===== config.mk =====
export PLATFORM = sky130hd
export DESIGN_NAME = outbox
export DESIGN_NICKNAME = d
export VERILOG_FILES = /design/src/rtl/outbox.sv
export SDC_FILE = /design/constraint.sdc
export NUM_CORES = 1
export LEC_CHECK = 0
export CAP_MARGIN = 25
export CORE_AREA = 3 3 104 106
export DETAILED_ROUTE_END_ITERATION = 16
export DIE_AREA = 0 0 107 109
export PLACE_DENSITY = 0.79
export SLEW_MARGIN = 20
export SYNTH_ARGS = -nofsm -noshare
export SYNTH_HDL_FRONTEND = slang
export SYNTH_SLANG_ARGS = --single-unit
export TNS_END_PERCENT = 20

===== constraint.sdc =====
create_clock -name clk -period 6.65 [get_ports clk]
set_clock_uncertainty 0.2 [all_clocks]
set_input_delay 0.9975 -clock clk [delete_from_list [all_inputs] [get_ports clk]]
set_output_delay 0.9975 -clock clk [all_outputs]
set_load 0.005 [all_outputs]

===== src/rtl/outbox.sv =====
`default_nettype none
// ============================================================================
// Module      : outbox
// Description : Byte queue between the CPU OUTBOX instruction and a consumer,
//               first-word fall-through head, sticky overflow, sync flush.
// Revision    : 1.0 - initial release
// ============================================================================
module outbox #(
    parameter int DEPTH = 16,
    parameter int AW    = 4
) (
    input  logic          clk,
    input  logic          rst,
    input  logic [7:0]    iData,
    input  logic          wO,
    input  logic          iClr,
    output logic          oFull,
    output logic          oEmpty,
    output logic [AW:0]   oCount,
    output logic          oOvf,
    output logic [7:0]    oData,
    output logic          oValid,
    input  logic          iReady
);

    localparam logic [AW:0] c_full_count = (AW+1)'(DEPTH);

    logic [7:0]    r_mem [DEPTH];
    logic [AW-1:0] r_wp;
    logic [AW-1:0] r_rp;
    logic [AW:0]   r_count;
    logic          r_ovf;

    logic          w_full;
    logic          w_empty;
    logic          w_enq;
    logic          w_deq;
    logic          w_drop;

    assign w_full  = (r_count == c_full_count);
    assign w_empty = (r_count == '0);

    // Reset and flush suppress all queue traffic in their cycle.
    assign w_enq  = wO && !w_full && !iClr && !rst;
    assign w_deq  = iReady && !w_empty && !iClr && !rst;
    assign w_drop = wO && w_full && !iClr && !rst;

    // Storage is left unreset; contents are unreachable while the queue is empty.
    always_ff @(posedge clk) begin
        if (w_enq) begin
            r_mem[r_wp] <= iData;
        end
    end

    always_ff @(posedge clk) begin
        if (rst || iClr) begin
            r_wp    <= '0;
            r_rp    <= '0;
            r_count <= '0;
            r_ovf   <= 1'b0;
        end else begin
            if (w_enq) begin
                r_wp <= r_wp + 1'b1;
            end
            if (w_deq) begin
                r_rp <= r_rp + 1'b1;
            end
            case ({w_enq, w_deq})
                2'b10:   r_count <= r_count + 1'b1;
                2'b01:   r_count <= r_count - 1'b1;
                default: r_count <= r_count;
            endcase
            if (w_drop) begin
                r_ovf <= 1'b1;
            end
        end
    end

    assign oFull  = w_full;
    assign oEmpty = w_empty;
    assign oValid = !w_empty;
    assign oCount = r_count;
    assign oOvf   = r_ovf;
    // Masked while empty so the never-written array cannot leak X after reset.
    assign oData  = w_empty ? 8'h00 : r_mem[r_rp];

`ifndef SYNTHESIS
    always @(posedge clk) begin
        if (w_enq) begin
            $display("[outbox] t=%0t enq 0x%02h", $time, iData);
        end
    end
`endif

endmodule
`default_nettype wire

**Yosys cells after proc, flatten, opt, wreduce, memory -nomap -nowiden**

Memories as Yosys holds them, arrays and structs flattened. A register that Yosys moved wholly into a read port is not among the register bits.
Cells that the tools add are included.

- RAM bits: 128
- Bits in latches: 0
- Input bits: 13
- Memory bits (read-only): 0
- Logic and storage cells: 34
- Memories kept: 1
- Register bits after elaboration: 14

Memory list:

| memory | depth | width | read ports | clocked after Yosys merged registers in | wr ports | RTL line | source |
|---|---|---|---|---|---|---|---|
| r_mem | 16 | 8 | 1 | 1 | 1 | 28 | `logic [7:0] r_mem [DEPTH];` |

- Shift-type cells: 0
- Add/subtract/negate cells: 4
- Multiplexer cells: 6
- Divide/modulo/power cells: 0
- Magnitude comparators: 0
- Reductions and logical operators: 16
- Bitwise logic cells: 0
- Equal/unequal tests: 3
- Multipliers: 0

Operators with widths:

| cell | number |
|---|---|
| $pmux W5 S2 | 1 |
| $logic_and A1 B1 Y1 | 9 |
| $add A4 B1 Y4 const B | 2 |
| $mux W4 | 2 |
| $mux W8 | 1 |
| $add A5 B1 Y5 const B | 1 |
| $eq A5 B5 Y1 const B | 1 |
| $logic_not A5 Y1 | 1 |
| $sub A5 B1 Y5 const B | 1 |
| $logic_not A1 Y1 | 4 |
| $eq A2 B1 Y1 const B | 1 |
| $eq A2 B2 Y1 const B | 1 |
| $mux W1 | 2 |
| $reduce_bool A2 Y1 | 1 |
| $logic_or A1 B1 Y1 | 1 |

**Longest topological paths before layout**

Gate-level depths: netlist of run 1.

- Depth after elaboration: 7
- Mapped depth: 13
- Mapped depth without buffers: 11

**Worst setup path before layout of run 1**

Ideal clock, no wire load.

- Kind: input port to flip-flop
- From: in rst
- To: reg r_count[4] (netlist: oCount[4])
- Data required time: 6322 ps
- Arrival time: 3251 ps
- Path buffers: 2
- Path slack: 3071 ps
- Stages on the path: 13
- Library setup time: 128 ps
- Cell sequence: or2_1 clkbuf_1 a211oi_1 inv_1 ha_1 clkbuf_1 xor2_1 ha_1 o21a_1 o211ai_1 a211oi_1 o211ai_1 o31ai_1

- Longest elaborated chain between the ends: 4
- Elaborated cells on any way between the ends: 8
- Classes of those cells: eq/ne (2); mux (1); reduce/logical (5)

RTL lines:

| element | RTL line | source |
|---|---|---|
| from (decl) | 13 | `input logic rst,` |
| $logic_not A1 Y1 | 44, 45 |  |
| $logic_and A1 B1 Y1 (on tied branches) | 45, 44 |  |
| $eq A2 B1 Y1 / $eq A2 B2 Y1 (equally long branches) | 68 | `case ({w_enq, w_deq})` |
| $pmux W5 S2 / $reduce_bool A2 Y1 (equally long branches) | - |  |
| to (signal assigned) | 69 | `2'b10: r_count <= r_count + 1'b1;` |
| to (signal assigned) | 70 | `2'b01: r_count <= r_count - 1'b1;` |
| to (signal assigned) | 71 | `default: r_count <= r_count;` |
| to (decl) | 31 | `logic [AW:0] r_count;` |

Parallel ways exist; a longest one is shown, timed or not.
A chain may end at the register's enable or synchronous reset.

==> results of run 1 <==
==> logic make-up (layout without fill, tap and decap cells) <==
family	count (synthesis)	count (layout)	synth area share, %
compound gates	20	20	2.20
xor+xnor	11	11	1.61
fa+ha+maj	8	8	1.68
buf+inv	25	80	2.14
flops	146	146	70.4
mux	41	41	16.8
simple gates	63	63	5.24
==> flip-flops by register name, summed over array words and instances, names as in the netlist, named ones only <==
signal,count
oOvf,1
r_wp,4
r_rp,4
oCount,5
r_mem,128
==> how the worst min path moves through the flow <==
stage / depth (start not counted) / to / start
finish: 2 / oOvf / oOvf
global route: 2 / oOvf / oOvf
CTS: 2 / oOvf / oOvf
detailed placement: 2 / oOvf / oOvf
global placement: 2 / oOvf / oOvf
floorplan: 2 / oOvf / oOvf
==> cell type report <==
cell class              count  area share, %
clock inverters            14           2.86
inverters                   7          0.371
multi-input cells         143           23.3
clock buffers              18           5.91
well taps                 133           2.35
repair buffers             41           5.71
flip-flops and latches    146           59.5
==> metrics by stage <==
step | instances | utilization, %
finish | 502 | 71.7
global route | 502 | 71.7
CTS | 494 | 71.0
detailed placement | 462 | 64.7
global placement | 460 | 64.3
floorplan | 314 | -
==> layout by cell type, fill, tap and decap left out, types with 2 or more instances in the layout <==
cell type        netlist  routed
edfxtp_1             128     128
clkdlybuf4s50_1        0      29
nor2_1                27      27
mux4_1                24      24
mux4_2                16      16
dfxtp_1               18      16
clkbuf_16              0      16
nand2_1               11      11
xor2_1                10      10
and2_1                 9       9
ha_1                   8       8
buf_4                  0       8
inv_1                  7       7
a21oi_1                5       5
inv_6                  0       5
o21ai_0                4       4
clkinvlp_4             0       4
bufinv_16              0       4
nand2b_1               3       3
buf_6                  3       3
a211oi_1               2       2
nor3_1                 4       2
nor3_2                 0       2
o31ai_1                2       2
nand4_1                2       2
o211ai_1               2       2
dfxtp_2                0       2
==> metal layers <==
metal / GRT usage (%) / wire [microns]
met1: 29.3 / 5040
met3: 5.62 / 583
met2: 34.3 / 5850
met5: 0 / 0
met4: 7.67 / 155
==> power groups by stage <==
stage / clock network, mW / registers [mW] / logic [mW]
6_report: 0.995 / 1.00 / 0.0377
5_1_grt: 1.04 / 1.00 / 0.0416
4_1_cts: 1.00 / 1.00 / 0.0374
3_5_place_dp: 0 / 1.02 / 0.0370
3_3_place_gp: 0 / 1.02 / 0.0354
2_1_floorplan: 0 / 1.02 / 0.0149
==> worst register-to-register path, stage by stage (launching register included) <==
cell,delay [ns]
dfxtp_1,0.40
nor4_2,0.52
a211oi_1,0.25
inv_1,0.11
ha_1,0.35
xor2_1,0.20
ha_1,0.21
o21a_1,0.12
o211ai_1,0.10
a211oi_1,0.32
o211ai_1,0.15
o31ai_1,0.09
==> summary.txt, run 1 <==
Run status
  • Outcome: finished, final reports clean

Critical path
  • Critical path depth in cells: 5
  • Cell count of the worst reg-to-reg path: 11
  • Startpoint types: flip-flop
  • Critical R2R Launch: oCount[1]
  • Critical path arrival: 3.08 ns
  • Slowest CP cell: dfxtp_2
  • Reg2Reg Capture Point: oCount[4]
  • Critical path class: reg2out
  • Worst path max stage delay: 0.62 ns
  • Critical Path Sink: oData[6]
  • Flop-to-flop setup slack: 3.56 ns
  • CP cell instances: buf_12 > mux4_1 > mux4_2 > and2_1 > clkdlybuf4s50_1
  • Max Fanout on Critical Path: 20
  • Buf/Inv on CP: 2
  • Cell family with the largest share of critical-path delay: multiplexers
  • Worst path required time: 5.45 ns
  • Critical path capture point type: output pin

Pwr
  • Internal power: 1.63 mW
  • Max rail drop VDD: 169 uV
  • Sequential power share: 49.2%
  • Clk network pwr share: 48.9%
  • Net Sw Power: 403 uW
  • Logic gate share of total power: 1.9%
  • P_leak: 2.31 nW
  • Pwr Total: 2.03 mW
  • Switching Share: 19.8%
  • Pwr dens: 287 nW/um^2

GRT
  • Largest net degree at the start of global routing: 33
  • GRT Overall Usage: 21.5%
  • Vias in the first global route: 3109
  • Grt ovf: 0
  • Initial antenna violation count: 0
  • First-pass GRT wire length: 17600 microns

STA
  • Rel. slew slack: 29.5%
  • Final Hold Violating Endpoints: 0
  • Final Hold Slack: 0.293 ns
  • Final Critical Period: 4.27 ns
  • Final Cycle Share: 64.3%
  • Unrepaired setup endpoints after global routing: false
  • Final Worst Setup Slack: 2.38 ns
  • # setup viols final: 0
  • Final setup TNS: 0 ns
  • Final Slew Violations: 0
  • Worst Max-Slew Pin Slew: 1.05 ns
  • F_max: 234 MHz

Logic synthesis
  • Post-synth ARST share: 0%
  • Cell with the most instances after synthesis: edfxtp_1
  • Main area contributors after synthesis: edfxtp_1 64%, mux4_1 11%, dfxtp_1 6.0%
  • Top cell type's share of synthesized area: 64.3%
  • Syn nets: 335
  • Cell taking the most area after synthesis: edfxtp_1
  • Number of distinct library cells after synthesis: 36
  • Synth Warn #: 0
  • Average size of a mapped cell: 19.0 sq um
  • Part of the Yosys area used for sequential elements: 70.4%
  • Cell Area, Synth: 5970 sq um
  • Synth cell count leaders: 128 x edfxtp_1, 27 x nor2_1, 24 x mux4_1
  • Syn Inst Count: 314
  • Number of synthesized flops with an enable pin: 128
  • FF+latch count, synth: 146
  • Top_reg_cell synth: edfxtp_1

Die
  • Die X: 107 microns
  • Std cell rows: 36
  • Initial Util: 60.6%
  • Die area: 11700 sq um
  • I/O pin count: 30
  • Core ar.: 9860 sq um
  • Die height: 109 microns

Placed design
  • HPWL after DPL: 6670 microns
  • Dpl cell area: 6380 sq um
  • Port Buf Inserts: 29
  • GP Congestion: 0.756
  • DP Worst Slack: 2.31 ns

Clocking
  • Clock-pin slew on the worst setup and hold paths: 0.06 ns
  • Post-CTS resize count: 0
  • Setup Fix Bufs, Post-CTS: 0
  • Total clock buffers created by CTS: 17
  • Cts hold-fix bufs: 0
  • Clock Sinks: 146
  • CTS root buffer: clkbuf_8
  • Worst-Skew Late Latency: 0.52 ns
  • TritonCTS clock tree: done
  • H-tree depth: 4
  • Clock Path Buffers: 2

Route
  • # DRC: 0
  • First-pass iteration count of the detailed router: 5
  • Total wire length: 11600 microns
  • Post-route ant nets: 0
  • 1st-iter DRT viols: 257
  • Vias/cell: 5.99
  • Vias: 3005
  • Wire per inst: 23.2 microns

Job
  • Max-cap viol count: 0

Finish
  • Design Area, Final: 7080 sq um
  • # fillers: 566
  • N_diodes: 0
  • Layout cells sized above 1: 17.9%
  • NumNets Final: 377
  • Area Overhead vs Synth: 18.5%
  • Multi-input gate area: 1650 sq um
  • FF/Latch Area: 4210 sq um

Worst hold path
  • Hold crit path type: reg2reg
No activity file was read; power rests on OpenSTA's default activity.
==> run 2: changes to the inputs <==
CORE_AREA = 3 3 110 112   (was 3 3 104 106)
DIE_AREA = 0 0 113 115   (was 0 0 107 109)
PLACE_DENSITY = 0.74   (was 0.79)
clock period = 3.8 ns   (was 6.65 ns; I/O delays follow)
==> run 2 against run 1 <==
Effect of this change: power grew 64%; sequential share of layout area up 0.12 points; sequential cell count stayed put; global-route usage down 2.2 points; combinational power rose by 84%; sequential power increased by 75%; register-to-register slack got worse by 2.8 ns; largest cell class unchanged.
==> summary.txt, run 2 (same netlist as run 1, synthesis figures left out) <==
Run status
  • Outcome: finished, final reports clean

Critical path
  • Reg2Reg Capture Point: oCount[4]
  • Slowest CP cell: mux4_1
  • Max Fanout on Critical Path: 32 (+60%)
  • Worst path required time: 3.03 ns (-2.42 ns)
  • Flop-to-flop setup slack: 0.81 ns (-2.75 ns)
  • Worst path max stage delay: 0.63 ns (about the same)
  • Cell family with the largest share of critical-path delay: multiplexers
  • CP cell instances: buf_12 > mux4_1 > mux4_2 > and2_1 > clkdlybuf4s50_1
  • Critical path class: reg2out
  • Cell count of the worst reg-to-reg path: 11 (unchanged)
  • Critical path arrival: 2.77 ns (-0.31 ns)
  • Buf/Inv on CP: 2 (unchanged)
  • Startpoint types: flip-flop
  • Critical R2R Launch: oCount[1]
  • Critical path capture point type: output pin

Route
  • Total wire length: 11600 microns (about the same)
  • # DRC: 0 (unchanged)
  • Vias: 3014 (+0.30%)
  • First-pass iteration count of the detailed router: 6 (+1)
  • Wire per inst: 22.3 microns (-3.6%)
  • Post-route ant nets: 0 (unchanged)
  • Vias/cell: 5.79 (-3.4%)
  • 1st-iter DRT viols: 231 (-10%)

Finish
  • Design Area, Final: 7060 sq um (-0.23%)
  • NumNets Final: 386 (+2.4%)
  • Biggest register: r_mem
  • Non-Filler Instances: 521 (+3.8%)
  • Most frequent cells in the layout: 128 x edfxtp_1, 29 x clkdlybuf4s50_1, 27 x nor2_1
  • # fillers: 800 (+41%)
  • Commonest non-fill, non-tap cell in the layout: edfxtp_1
  • Largest register FFs: 128 (unchanged)
  • N_diodes: 0 (unchanged)
  • Layout cells sized above 1: 18.5% (+0.63 points)
  • Area Overhead vs Synth: 18.2%
  • Multi-input gate area: 1640 sq um (-0.61%)
  • FF/Latch Area: 4210 sq um (about the same)
  • Core Util, Final: 62.4% (-9.4 points)

STA
  • F_max: 283 MHz
  • # setup viols final: 0 (unchanged)
  • Final Critical Period: 3.54 ns
  • Final Hold Violating Endpoints: 0 (unchanged)
  • Final Slew Violations: 0 (unchanged)
  • Unrepaired setup endpoints after global routing: false
  • Worst Max-Slew Pin Slew: 0.722 ns (-0.332 ns)
  • Rel. slew slack: 51.8% (+22 points)
  • Final setup TNS: 0 ns (unchanged)
  • Final Cycle Share: 93.0%

Pwr
  • Switching Share: 20.1% (+0.25 points)
  • Logic gate share of total power: 2.1% (+0.2 points)
  • Pwr dens: 473 nW/um^2 (+65%)
  • Net Sw Power: 670 uW (+66%)
  • Max rail drop VDD: 342 uV (+100%)
  • Clk network pwr share: 45.5% (-3.4 points)
  • Sequential power share: 52.4% (+3.2 points)
  • P_leak: 2.31 nW (-0.37%)
  • Internal power: 2.67 mW (+64%)

GRT
  • First-pass GRT wire length: 17900 microns (+2.2%)
  • Initial antenna violation count: 0 (unchanged)
  • M2 GR Usage: 32.6% (-1.7 points)
  • GRT Overall Usage: 19.3% (-2.2 points)
  • Grt ovf: 0 (unchanged)
  • Most Crowded Layer GR: met2
  • Vias in the first global route: 3156 (+1.5%)
  • Largest net degree at the start of global routing: 33 (unchanged)
  • Met1 Usage GRT: 23.9% (-5.4 points)
  • Met3 usage: 5.47% (-0.15 points)

Clocking
  • TritonCTS clock tree: done
  • Post-CTS resize count: 0 (unchanged)
  • CTS root buffer: clkbuf_16
  • Setup Fix Bufs, Post-CTS: 0 (unchanged)
  • Cts hold-fix bufs: 0 (unchanged)
  • Clock-pin slew on the worst setup and hold paths: 0.06 ns (about the same)
  • Clock Path Buffers: 2 (unchanged)
  • Clock Sinks: 146 (unchanged)
  • Total clock buffers created by CTS: 17 (unchanged)
  • Worst-Skew Late Latency: 0.41 ns (-0.11 ns)
  • H-tree depth: 4 (unchanged)

Job
  • Max-cap viol count: 0 (unchanged)

Worst hold path
  • Worst Hold End: oOvf
  • Hold path cells: 2 (unchanged)
  • Hold crit path type: reg2reg
  • Hold path startpoint: oOvf

Die
  • Die area: 13000 sq um (+11%)
  • Core ar.: 11300 sq um (+15%)
  • Initial Util: 52.8% (-7.8 points)
  • Die height: 115 microns (+5.5%)
  • I/O pin count: 30 (unchanged)
  • Std cell rows: 39 (+8.3%)
  • Die X: 113 microns (+5.6%)

Placed design
  • GP Congestion: 0.794 (+4.9%)
  • DP Cell Count: 489 (+5.8%)
  • HPWL after DPL: 7100 microns (+6.3%)
  • Port Buf Inserts: 29 (unchanged)
  • Dpl cell area: 6510 sq um (+2.1%)
run 2: how the worst max path moves through the flow:
| stage | cells past startpoint | to |
|---|---|---|
| floorplan | 13 | oCount[4] |
| global placement | 12 | oCount[4] |
| detailed placement | 11 | oCount[4] |
| CTS | 5 | oData[6] |
| global route | 5 | oData[6] |
| finish | 5 | oData[3] |
run 2: final cells by class:
cell class,count,share of cell area [%]
inverter,7,0.372
timing repair buffer,50,6.52
clock inverter,14,1.67
tap,143,2.53
clock buffer,18,6.08
sequential,146,59.6
multi-input combinational,143,23.3
run 2: through the flow:
step	total power, mW	hold WS (ns)	setup slack [ns]
after CTS	3.37	0.299	0.228
final	3.34	0.298	0.265
after floorplan	1.81	0.260	0.648
after global routing	3.45	0.325	0.172
after global placement	1.85	0.265	0.378
after detailed placement	1.85	0.282	0.292
run 2: power groups by stage:
stage	clock network (mW)	registers, mW	logic, mW
5_1_grt	1.62	1.75	0.0762
3_3_place_gp	0	1.78	0.0676
4_1_cts	1.55	1.75	0.0702
3_5_place_dp	0	1.78	0.0699
2_1_floorplan	0	1.78	0.0261
6_report	1.52	1.75	0.0695
run 2: worst reg2reg max path, cell delays in order (launching register included):
cell      delay, ns
dfxtp_1        0.40
nor4_2         0.54
a211oi_1       0.17
inv_1          0.08
ha_1           0.36
xor2_1         0.19
ha_1           0.21
o21a_1         0.13
o211ai_1       0.10
a211oi_1       0.29
o211ai_1       0.14
o31ai_1        0.08
run 2: layer usage:
metal	up-vias	wire length [microns]
li1	1365	-
met1	1525	4660
met2	110	6140
met3	14	661
met4	0	180
met5	-	0
